**src/rtl/tinker_wb_arbiter.sv**
```systemverilog
// tinker_wb_arbiter: shares the register-file write port between ALU and FPU results, age-then-round-robin.
// Optional conflict statistics counter enabled by defining TINKER_WB_STATS_EN.
module tinker_wb_arbiter #(
  parameter int DATA_W = 64,
  parameter int REG_AW = 5
) (
  input  logic              clk,
  input  logic              rst_n,
  input  logic              alu_wb_valid,
  output logic              alu_wb_ready,
  input  logic [REG_AW-1:0] alu_wb_rd,
  input  logic [DATA_W-1:0] alu_wb_data,
  input  logic              fpu_wb_valid,
  output logic              fpu_wb_ready,
  input  logic [REG_AW-1:0] fpu_wb_rd,
  input  logic [DATA_W-1:0] fpu_wb_data,
  input  logic              rf_busy,
  output logic              rf_we,
  output logic [REG_AW-1:0] rf_waddr,
  output logic [DATA_W-1:0] rf_wdata,
  output logic              rf_src_fpu,
  output logic [15:0]       conflict_cnt
);
  logic              r_alu_full, r_fpu_full, r_tie, r_fpu_older, r_ptr;
  logic [REG_AW-1:0] r_alu_rd, r_fpu_rd;
  logic [DATA_W-1:0] r_alu_data, r_fpu_data;
  logic              w_alu_win, w_gnt_alu, w_gnt_fpu, w_alu_ld, w_fpu_ld;
  // r_tie: both entries loaded on the same edge, so the pointer breaks the tie
  assign w_alu_win    = ~r_fpu_full | (r_tie ? ~r_ptr : ~r_fpu_older);
  assign w_gnt_alu    = ~rf_busy & r_alu_full & w_alu_win;
  assign w_gnt_fpu    = ~rf_busy & r_fpu_full & ~(r_alu_full & w_alu_win);
  assign alu_wb_ready = rst_n & (~r_alu_full | w_gnt_alu);
  assign fpu_wb_ready = rst_n & (~r_fpu_full | w_gnt_fpu);
  assign w_alu_ld     = alu_wb_valid & alu_wb_ready;
  assign w_fpu_ld     = fpu_wb_valid & fpu_wb_ready;
  always_ff @(posedge clk or negedge rst_n) begin
    if (!rst_n) begin
      r_alu_full  <= 1'b0;
      r_fpu_full  <= 1'b0;
      r_tie       <= 1'b0;
      r_fpu_older <= 1'b0;
      r_ptr       <= 1'b0;
      r_alu_rd    <= '0;
      r_fpu_rd    <= '0;
      r_alu_data  <= '0;
      r_fpu_data  <= '0;
      rf_we       <= 1'b0;
      rf_waddr    <= '0;
      rf_wdata    <= '0;
      rf_src_fpu  <= 1'b0;
    end else begin
      r_alu_full <= w_alu_ld | (r_alu_full & ~w_gnt_alu);
      r_fpu_full <= w_fpu_ld | (r_fpu_full & ~w_gnt_fpu);
      if (w_alu_ld) begin
        r_alu_rd   <= alu_wb_rd;
        r_alu_data <= alu_wb_data;
      end
      if (w_fpu_ld) begin
        r_fpu_rd   <= fpu_wb_rd;
        r_fpu_data <= fpu_wb_data;
      end
      // a lone load is always younger than whatever the other buffer still holds
      if (w_alu_ld & w_fpu_ld) r_tie <= 1'b1;
      else if (w_alu_ld | w_fpu_ld) begin
        r_tie       <= 1'b0;
        r_fpu_older <= w_alu_ld;
      end
      if (w_gnt_alu | w_gnt_fpu) r_ptr <= w_gnt_alu;
      rf_we <= w_gnt_alu | w_gnt_fpu;
      if (w_gnt_alu | w_gnt_fpu) begin
        rf_waddr   <= w_gnt_fpu ? r_fpu_rd : r_alu_rd;
        rf_wdata   <= w_gnt_fpu ? r_fpu_data : r_alu_data;
        rf_src_fpu <= w_gnt_fpu;
      end
    end
  end
`ifdef TINKER_WB_STATS_EN
  logic [15:0] r_cnt;
  always_ff @(posedge clk or negedge rst_n) begin
    if (!rst_n) r_cnt <= '0;
    else if (r_alu_full & r_fpu_full & (r_cnt != 16'hFFFF)) r_cnt <= r_cnt + 16'd1;
  end
  assign conflict_cnt = r_cnt;
`else
  assign conflict_cnt = 16'h0000;
`endif
endmodule

```
**config.mk**
```make
export PLATFORM = sky130hd
export DESIGN_NAME = tinker_wb_arbiter
export DESIGN_NICKNAME = d
export VERILOG_FILES = /design/src/rtl/tinker_wb_arbiter.sv
export SDC_FILE = /design/constraint.sdc
export NUM_CORES = 1
export LEC_CHECK = 0
export ABC_AREA = 1
export CAP_MARGIN = 40
export CORE_MARGIN = 2
export CORE_UTILIZATION = 31
export CTS_BUF_LIST = sky130_fd_sc_hd__clkbuf_2 sky130_fd_sc_hd__clkbuf_4 sky130_fd_sc_hd__clkbuf_8
export CTS_CLUSTER_DIAMETER = 150
export DETAILED_ROUTE_END_ITERATION = 12
export GPL_TIMING_DRIVEN = 0
export SYNTH_ARGS = -nofsm -noshare
export SYNTH_HDL_FRONTEND = slang
export SYNTH_SLANG_ARGS = --single-unit
```
**constraint.sdc**
```tcl
create_clock -name clk -period 1.6 [get_ports clk]
set_input_delay 0.32 -clock clk [delete_from_list [all_inputs] [get_ports clk]]
set_output_delay 0.32 -clock clk [all_outputs]
set_load 0.01 [all_outputs]
```
==> impl_results.md, run 1 <==
- Leak pwr: 6.808 nW
- Worst VDD drop: 0.5943 mV
- Hold Crit Start: alu_wb_data[46]
- Die area: 0.03011 mm²
- Hold Path Cell Cnt: 3
- WP data arrival: 1620 ps
- Die height: 173.5 µm
- Die X: 173.5 µm
- Largest fanout on the critical path: 2
- Post-route ant nets: 0
- Clock H-tree levels: 2
- Max clock buf depth: 3
- Core Area: 0.02847 mm²
- CTS Buf Count: 38
- R2R depth: 11
- WHS Endpoint: r_alu_data[46]
- Area Overhead vs Synth: 48.57%
- Max transition margin: 57.15%
- Dominant cell type by area after synthesis: dfrtp_1
- CP Launch Type: register
- Synth top area share: 60.10%
- Reg2reg end: r_fpu_older
- Top cells by count, synth: nand2_1 (536), dfrtp_1 (214), nand3_1 (93), nand4_1 (69), buf_2 (34)
- GRT Util Overall: 19.95%
- Initial antenna violation count: 0
- Vias in the first global route: 8,211
- Fin nets: 1,477
- Synth area leaders: dfrtp_1 (60%), nand2_1 (23%), nand3_1 (5.2%)
- Gate Count Post-Synth: 1,025
- GP Congestion: 0.7827
- Pre-antenna DRT Iters: 6
- Met3 wire len: 1734 µm
- Max Clock Freq: 0.5144 GHz
- Cell Chain, Critical Path: nand2_1 -> nand3_2 -> nand2_2 -> nand2_4 -> clkbuf_16 -> a21oi_4 -> buf_6
- Initial Utilization: 31.30%
- Reg clk slew, reported paths: 60 ps
- Clk sinks: 214
- Failing checks: setup timing
- Worst Hold Class: in2reg
- Final period utilization: 121.5%
- Main synth FF type: dfrtp_1
- Num ports: 232
- Reg2reg setup slack: -180 ps
- First-pass GRT wire length: 46,610 µm
- Crit path capture type: output pin
- Number of synthesized flops with an enable pin: 0
- PwrDens: 1721 mW/mm²
- Clock Tree Root: clkbuf_8
- ANT cells: 0
- Min Tclk post-route: 1944 ps
- Setup Crit Path Kind: reg2out
- TritonCTS clock tree: yes
- Worst Skew: 16.07 ps
- Buffers on Ports: 214
- Number of setup violations in the final report: 76
- Drc violations: 0
- DP HPWL: 19,180 µm
- Overflow after GRT: 0
- Hold Vio Cnt, Final: 0
- Layout cell share with drive strength beyond 1: 15.49%
- Mapped Area: 0.008910 mm²
- Unrepaired setup endpoints after global routing: true
- Post-Route WL: 29,810 µm
- Least-Margin Pin Slew: 640.7 ps
- RR Startpoint: r_tie
- Via count: 7,950
- Fin util: 46.50%
- Avg Cell Area, Syn: 8.692 µm²
- CP max stage cell: dfrtp_1
- Slew Viols, Final: 0
- Synth Warn #: 0
- DR iter-0 viols: 530
- Met1 WL: 13,130 µm
- Critical Path RT: 1280 ps
- Rows: 62
- Async S/R FF share, synth: 100.0%
- FF+latch count, synth: 214
- Synth unique cells: 21
- Metal2 WL: 14,190 µm
- Vias per inst: 4.569
- Routed length per instance: 17.13 µm
- Overall power: 0.02279 W
- Max cap viols: 0
- Top-count cell post-synth: nand2_1
- Clk_lat worst skew: 530 ps
- Register area share after synthesis: 60.10%
- DR top layer: met4
- CP peak stage delay: 390 ps
- Worst setup margin: -344.2 ps
- Status: complete, but fails checks
- Largest net degree at the start of global routing: 55
cell type report:
class	instances	area (µm²)
Fill cell	2799	15230
Sequential cell	214	5356
Multi-Input combinational cell	732	3226
Timing Repair Buffer	252	2686
Clock buffer	59	755.7
Buffer	83	656.9
Tap cell	384	480.5
Inverter	11	51.30
Clock inverter	5	25.02
cells by family (layout without fill, tap and decap cells):
group | count (synthesis) | count (layout) | share of synthesized area, %
buffers and inverters | 94 | 410 | 5.786
adder cells (fa/ha/maj) | 2 | 2 | 0.2808
AND/OR/NAND/NOR | 709 | 709 | 33.51
flip-flops | 214 | 214 | 60.10
AO/OA/AOI/OAI | 5 | 5 | 0.2808
other | 1 | 16 | 0.04209
layer usage:
layer	vias to the layer above	global-route usage, %
met2	245	33.42
met1	3780	26.51
li1	3874	-
met5	-	0
met4	0	5.826
met3	51	3.553
worst max-delay path: cells and delay by family, from the launching register on:
family	cells	cell delay, ps
flip-flops	1	390
AND/OR/NAND/NOR	4	330
buffers and inverters	2	280
AO/OA/AOI/OAI	1	120
registers in the layout (all words and copies together) (netlist names):
name         count
rf_waddr         5
r_alu_rd         5
r_alu_full       1
r_fpu_full       1
r_tie            1
r_ptr            1
rf_we            1
r_fpu_older      1
rf_src_fpu       1
rf_wdata        64
r_fpu_data      64
r_alu_data      64
r_fpu_rd         5
cell usage in the layout (no fill, tap or decap), drive strengths merged:
cell           instances
nand2                538
dfrtp                214
clkdlybuf4s50        140
nand3                 95
clkbuf                90
buf                   82
dlygate4sd2           71
nand4                 69
conb                  16
inv                   11
nor2                   7
bufbuf                 6
clkinv                 5
dlygate4sd3            5
a21oi                  4
ha                     2
o21ai                  1
how the worst max path moves through the flow:
stage,endpoint,cells after the start,startpoint,slack (ps)
after detailed placement,fpu_wb_ready,8,rst_n,-2220
final,fpu_wb_ready,7,r_tie,-340
after global routing,fpu_wb_ready,8,r_tie,-410
after floorplan,r_fpu_older,9,r_fpu_full,10
after CTS,fpu_wb_ready,8,r_tie,-370
after global placement,rf_wdata[16],1,rst_n,-9140
stage by stage:
stage / instance area [µm²] / hold WS [ps] / setup WS [ps] / setup TNS (ps) / std cells
2_1_floorplan: 8989 / 24.41 / 9.870 / 0 / 1040
3_3_place_gp: 11610 / 453.8 / -9144 / -3227990 / 1638
3_5_place_dp: 11650 / 439.1 / -2223 / -259690 / 1640
4_1_cts: 13010 / 295.2 / -368.3 / -11720 / 1734
5_1_grt: 13240 / 316.1 / -414.0 / -17440 / 1740
6_report: 13240 / 330.5 / -344.2 / -6347 / 1740
timing repair:
action / in CTS / in global routing
gates resized for setup: 154 / 41
setup buffers: 17 / 3
gates cloned: 6 / 4
endpoints found under the hold margin: 133 / 0
hold buffers: 7 / 0
setup endpoints to repair: 286 / 206
pin swaps: 4 / 9
where the power goes:
group	switching (W)	total, W	leakage, nW	internal [W]
combinational	0.00468	0.00835	3.70	0.00367
clock	0.00225	0.00524	0.420	0.00299
sequential	0.00134	0.00920	2.69	0.00786
Power figures use the tool's default switching activity.
==> run 2: changes to the inputs <==
--- a/config.mk
+++ b/config.mk
@@ -10,7 +10,7 @@
 export CORE_MARGIN = 2
 export CORE_UTILIZATION = 31
 export CTS_BUF_LIST = sky130_fd_sc_hd__clkbuf_2 sky130_fd_sc_hd__clkbuf_4 sky130_fd_sc_hd__clkbuf_8
-export CTS_CLUSTER_DIAMETER = 150
+export CTS_CLUSTER_DIAMETER = 30
 export DETAILED_ROUTE_END_ITERATION = 12
 export GPL_TIMING_DRIVEN = 0
 export SYNTH_ARGS = -nofsm -noshare
==> impl_results.md, run 2 (synthesis gave the netlist of run 1 again) <==
- Status: complete, but fails checks (unchanged)
- Failing checks: setup timing (unchanged)
- Largest net degree at the start of global routing: 55 (unchanged)
- Hold Slack: 291.1 ps (was 330.5 ps)
- Commonest non-fill, non-tap cells in the layout: nand2_1 (429), dfrtp_1 (212), clkdlybuf4s50_1 (140) (was nand2_1 (514), dfrtp_1 (213), clkdlybuf4s50_1 (140))
- Num ports: 232 (unchanged)
- Worst Hold Class: in2reg (unchanged)
- Clk_lat worst skew: 560 ps (was 530 ps)
- Number of setup violations in the final report: 143 (was 76)
- Min Tclk post-route: 2027 ps (was 1944 ps)
- Max Clock Freq: 0.4933 GHz (was 0.5144 GHz)
- Slew Viols, Final: 0 (unchanged)
- Fin util: 50.79% (was 46.50%)
- Max cap viols: 0 (unchanged)
- CTS Buf Count: 52 (was 38)
- CP peak stage delay: 370 ps (was 390 ps)
- Pre-antenna DRT Iters: 5 (was 6)
- Clock H-tree levels: 2 (unchanged)
- TNS Setup: -31,550 ps (was -6347 ps)
- Largest fanout on the critical path: 2 (unchanged)
- Clock Tree Root: clkbuf_8 (unchanged)
- Rows: 62 (unchanged)
- DP HPWL: 19,180 µm (unchanged)
- Regs by FF count: r_alu_data: 64 flops, r_fpu_data: 64 flops, rf_wdata: 64 flops (unchanged)
- Vias in the first global route: 8,366 (was 8,211)
- PwrDens: 1844 mW/mm² (was 1721 mW/mm²)
- Worst path bufs/invs: 3 (was 2)
- Overflow after GRT: 0 (unchanged)
- Crit path capture type: output pin (unchanged)
- Critical Path RT: 1280 ps (about the same)
- Vias per inst: 4.628 (was 4.569)
- Die X: 173.5 µm (unchanged)
- Critical path's most frequent cell: nand2_2
- DP Worst Slack: -2223 ps (unchanged)
- Max clock buf depth: 3 (unchanged)
- Reg clk slew, reported paths: 50 ps (was 60 ps)
- Hold Vio Cnt, Final: 0 (unchanged)
- Drc violations: 0 (unchanged)
- Core Area: 0.02847 mm² (unchanged)
- Routed length per instance: 17.27 µm (was 17.13 µm)
- Unrepaired setup endpoints after global routing: true (unchanged)
- ANT cells: 0 (unchanged)
- Initial antenna violation count: 0 (unchanged)
- Most common cell after layout, fill and taps aside: nand2_1 (unchanged)
- Clk sinks: 214 (unchanged)
- Least-Margin Pin Slew: 722.4 ps (was 640.7 ps)
- Layout cell share with drive strength beyond 1: 24.91% (was 15.49%)
- DR iter-0 viols: 482 (was 530)
- CP max stage cell: dfrtp_1 (unchanged)
- Initial Utilization: 31.30% (unchanged)
- Final period utilization: 126.7% (was 121.5%)
- Via count: 8,261 (was 7,950)
- Buffers on Ports: 214 (unchanged)
- Overall power: 0.02667 W (was 0.02279 W)
- Post-route ant nets: 0 (unchanged)
- Worst VDD drop: 0.7373 mV (was 0.5943 mV)
- GP Congestion: 0.7827 (unchanged)
- Worst path top cell family by delay: flip-flops (unchanged)
- GRT Util Overall: 20.25% (was 19.95%)
- Max transition margin: 51.68% (was 57.15%)
- Post-Route WL: 30,820 µm (was 29,810 µm)
- Worst setup margin: -427.2 ps (was -344.2 ps)
- Cell Chain, Critical Path: inv_1 -> nand2_2 -> nand3_2 -> nand2_2 -> nand2_4 -> clkbuf_16 -> a21oi_4 -> buf_6 (was nand2_1 -> nand3_2 -> nand2_2 -> nand2_4 -> clkbuf_16 -> a21oi_4 -> buf_6)
- Fin nets: 1,502 (was 1,477)
- TritonCTS clock tree: yes (unchanged)
- Area Overhead vs Synth: 62.29% (was 48.57%)
- CP Launch Type: register (unchanged)
- Die height: 173.5 µm (unchanged)
- Worst Skew: 22.32 ps (was 16.07 ps)
- Setup Crit Path Kind: reg2out (unchanged)
- Leak pwr: 7.160 nW (was 6.808 nW)
- Die area: 0.03011 mm² (unchanged)
- First-pass GRT wire length: 47,490 µm (was 46,610 µm)
- WP data arrival: 1710 ps (was 1620 ps)
[run 2: metal layers]
layer | vias to the layer above | GRT usage [%] | wire [µm]
met5 | - | 0 | 0
met4 | 0 | 5.614 | 599
met3 | 50 | 3.618 | 1660
met2 | 253 | 33.88 | 14790
met1 | 4007 | 27.07 | 13770
li1 | 3951 | - | -
[run 2: where the power goes]
group	leakage (nW)	total [W]	internal, W	switching, W
logic	3.85	0.00949	0.00442	0.00507
registers	2.69	0.00946	0.00787	0.00159
clock network	0.626	0.00772	0.00488	0.00284
total	7.16	0.0267	0.0172	0.00950
[run 2: through the flow]
step | instance area (µm²) | cells
4_1_cts | 13620 | 1771
3_3_place_gp | 11610 | 1638
5_1_grt | 14460 | 1785
3_5_place_dp | 11650 | 1640
6_report | 14460 | 1785
2_1_floorplan | 8989 | 1040
[run 2: tightest hold or removal path, cell delays in order]
cell and delay (ps):
clkdlybuf4s50_1 390, nand2_1 60, nand2_1 40
[run 2: final timing paths]
kind                                 startpoint        endpoint  slack (ps)  cells past startpoint
min in group asynchronous                 rst_n    rf_wdata[11]         320                      3
worst min register to register      rf_wdata[3]     rf_wdata[3]         470                      2
worst min-delay path            alu_wb_data[60]  r_alu_data[60]         290                      3
worst max-delay path                r_fpu_older    fpu_wb_ready        -430                      8
max in group asynchronous                 rst_n  r_alu_data[47]         640                      4
worst max register to register      r_fpu_older     r_fpu_older        -320                     13
[run 2: repair_timing]
item	in CTS	in global routing
hold buffers	6	0
buffers inserted	16	13
cloned	11	4
endpoints found under the setup margin	285	238
gates resized for setup	164	257
hold endpoints to repair	163	0
pin swaps	8	9
[run 2: final cells by class]
type / instances / area, µm²
Buffer: 83 / 778.2
Clock buffer: 69 / 905.9
Clock inverter: 29 / 356.6
Fill cell: 2671 / 14010
Inverter: 11 / 61.31
Multi-Input combinational cell: 732 / 3565
Sequential cell: 214 / 5358
Tap cell: 384 / 480.5
Timing Repair Buffer: 263 / 2955
==> run 3: changes to the inputs <==
--- a/config.mk
+++ b/config.mk
@@ -6,11 +6,9 @@
 export NUM_CORES = 1
 export LEC_CHECK = 0
 export ABC_AREA = 1
-export CAP_MARGIN = 40
 export CORE_MARGIN = 2
 export CORE_UTILIZATION = 31
 export CTS_BUF_LIST = sky130_fd_sc_hd__clkbuf_2 sky130_fd_sc_hd__clkbuf_4 sky130_fd_sc_hd__clkbuf_8
-export CTS_CLUSTER_DIAMETER = 30
 export DETAILED_ROUTE_END_ITERATION = 12
 export GPL_TIMING_DRIVEN = 0
 export SYNTH_ARGS = -nofsm -noshare
==> impl_results.md, run 3 (synthesis gave the netlist of run 1 again) <==
- Final period utilization: 121.7% (was 126.7%)
- Share of total power in sequential cells: 39.9% (was 35.5%)
- CP peak stage delay: 360 ps (was 370 ps)
- Clock Power Share: 23.3% (was 28.9%)
- Die area: 0.03011 mm² (unchanged)
- Fin nets: 1,481 (was 1,502)
- Max transition margin: 55.39% (was 51.68%)
- Int Pwr: 0.01467 W (was 0.01717 W)
- Multi-input logic area: 0.003181 mm² (was 0.003565 mm²)
- GP Congestion: 0.7827 (unchanged)
- Worst Hold Class: in2reg (unchanged)
- Vias in the first global route: 8,141 (was 8,366)
- PwrDens: 1725 mW/mm² (was 1844 mW/mm²)
- Clk sinks: 214 (unchanged)
- Rows: 62 (unchanged)
- Hold Slack: 322.3 ps (was 291.1 ps)
- NetSw: 0.008302 W (was 0.009501 W)
- Worst Setup SP: r_tie (was r_fpu_older)
- CP max stage cell: dfrtp_1 (unchanged)
- Initial Utilization: 31.30% (unchanged)
- Design Area, Final: 0.01332 mm² (was 0.01446 mm²)
- Crit path capture type: output pin (unchanged)
- Vias per inst: 4.614 (was 4.628)
- DR iter-0 viols: 556 (was 482)
- R2R depth: 13 (unchanged)
- Area after DPL: 0.01164 mm² (was 0.01165 mm²)
- Hold Vio Cnt, Final: 0 (unchanged)
- Drc violations: 0 (unchanged)
- Failing checks: setup timing (unchanged)
- Core Area: 0.02847 mm² (unchanged)
- RR Startpoint: r_tie (was r_fpu_older)
- GRT Util Overall: 19.90% (was 20.25%)
- Largest fanout on the critical path: 2 (unchanged)
- Commonest non-fill, non-tap cells in the layout: nand2_1 (523), dfrtp_1 (213), clkdlybuf4s50_1 (140) (was nand2_1 (429), dfrtp_1 (212), clkdlybuf4s50_1 (140))
- Initial antenna violation count: 0 (unchanged)
- Max cap viols: 0 (unchanged)
- Slew Viols, Final: 0 (unchanged)
- Leak pwr: 6.897 nW (was 7.160 nW)
- Clock H-tree levels: 2 (unchanged)
- Die X: 173.5 µm (unchanged)
- WP data arrival: 1630 ps (was 1710 ps)
- Worst Skew: 11.46 ps (was 22.32 ps)
- Max Clock Freq: 0.5136 GHz (was 0.4933 GHz)
- Routed length per instance: 17.12 µm (was 17.27 µm)
- Fillers: 2,783 (was 2,671)
- Reg2reg setup slack: -300 ps (was -320 ps)
- Via count: 8,051 (was 8,261)
- CP Launch Type: register (unchanged)
- Placed insts: 1,639 (was 1,640)
- TritonCTS clock tree: yes (unchanged)
- Most common cell after layout, fill and taps aside: nand2_1 (unchanged)
- Reg clk slew, reported paths: 60 ps (was 50 ps)
- Overflow after GRT: 0 (unchanged)
- Worst setup margin: -347.1 ps (was -427.2 ps)
- Die height: 173.5 µm (unchanged)
- Logic pwr share: 36.8% (was 35.6%)
- Number of setup violations in the final report: 79 (was 143)
- Regs by FF count: r_alu_data: 64 flops, r_fpu_data: 64 flops, rf_wdata: 64 flops (unchanged)
- Area Overhead vs Synth: 49.49% (was 62.29%)
- Reg2reg end: r_fpu_data[54] (was r_fpu_older)
- Final Non-Filler Cells: 1,745 (was 1,785)
- Post-route ant nets: 0 (unchanged)
- Least-Margin Pin Slew: 666.9 ps (was 722.4 ps)
- Status: complete, but fails checks (unchanged)
- DP HPWL: 19,080 µm (was 19,180 µm)
- Num ports: 232 (unchanged)
- Largest net degree at the start of global routing: 55 (unchanged)
- CTS Buf Count: 39 (was 52)
- Clock Tree Root: clkbuf_8 (unchanged)
- Min Tclk post-route: 1947 ps (was 2027 ps)
- Unrepaired setup endpoints after global routing: true (unchanged)
- Sw frac: 36.14% (was 35.63%)
- Clk_lat worst skew: 530 ps (was 560 ps)
- First-pass GRT wire length: 46,410 µm (was 47,490 µm)
- Register area: 0.005356 mm² (was 0.005358 mm²)
- Layout cell share with drive strength beyond 1: 15.00% (was 24.91%)
- Pre-antenna DRT Iters: 4 (was 5)
- Worst VDD drop: 0.6986 mV (was 0.7373 mV)
- Max clock buf depth: 3 (unchanged)
- Critical path's most frequent cell: nand2_2 (unchanged)
- Setup Crit Path Kind: reg2out (unchanged)
- DP Worst Slack: -2355 ps (was -2223 ps)
- Buffers on Ports: 214 (unchanged)
- Post-Route WL: 29,870 µm (was 30,820 µm)
- Critical Path Sink: fpu_wb_ready (unchanged)
- Cell Chain, Critical Path: inv_2 -> nand2_2 -> nand3_2 -> nand2_2 -> nand2_4 -> clkbuf_16 -> a21oi_2 -> buf_4 (was inv_1 -> nand2_2 -> nand3_2 -> nand2_2 -> nand2_4 -> clkbuf_16 -> a21oi_4 -> buf_6)
- Critical Path RT: 1280 ps (about the same)
## run 3: metal layers
layer	track usage (%)	wire, µm	up-vias
met2	33.35	14450	250
li1	-	-	3881
met3	3.684	1651	46
met5	0	0	-
met1	26.41	13140	3874
met4	5.650	625	0
## run 3: how the worst min path moves through the flow
stage / from / end / slack [ps] / cells after the start
6_report: alu_wb_data[60] / r_alu_data[60] / 320 / 3
5_1_grt: alu_wb_data[60] / r_alu_data[60] / 310 / 3
4_1_cts: alu_wb_data[46] / r_alu_data[46] / 290 / 3
3_5_place_dp: rst_n / r_alu_data[53] / 430 / 1
3_3_place_gp: r_fpu_data[41] / r_fpu_data[41] / 450 / 2
2_1_floorplan: rst_n / r_alu_data[0] / 20 / 0
## run 3: repair_timing
action                                  CTS  global route
endpoints found under the setup margin  286           207
hold buffers                              6             0
pin swaps                                 8             7
endpoints found under the hold margin   133             0
cloned                                   11             1
setup buffers                            15             7
gates resized for setup                 129            67
## run 3: power by group through the flow
stage	combinational, W	clock, W	sequential [W]
2_1_floorplan	0.00401	0	0.00927
3_3_place_gp	0.00766	0	0.00919
3_5_place_dp	0.00781	0	0.00923
4_1_cts	0.00809	0.00548	0.00913
5_1_grt	0.00948	0.00571	0.00948
6_report	0.00845	0.00535	0.00918
## run 3: worst max-delay path, delay by kind of cell, from the launching register on
| family | cells | cell delay [ps] |
|---|---|---|
| buffers and inverters | 3 | 350 |
| AOI/OAI and AO/OA | 1 | 100 |
| DFF | 1 | 360 |
| and+or+nand+nor | 4 | 290 |
## run 3: final cells by class
type,instances,area share (%)
sequential,214,40.22
multi-input combinational,732,23.88
timing repair buffer,255,20.87
clock buffer,56,5.411
buffer,83,5.082
tap,384,3.607
clock inverter,9,0.5261
inverter,11,0.3852
antenna,1,0.01879
## run 3: metrics by stage
stage / utilization [%] / total power [W] / setup TNS [ps]
after floorplan: - / 0.01328 / 0
after global placement: 40.78 / 0.01685 / -3227990
after detailed placement: 40.90 / 0.01703 / -304560
after CTS: 45.90 / 0.02270 / -30240
after global routing: 46.77 / 0.02467 / -31800
final: 46.78 / 0.02297 / -17280
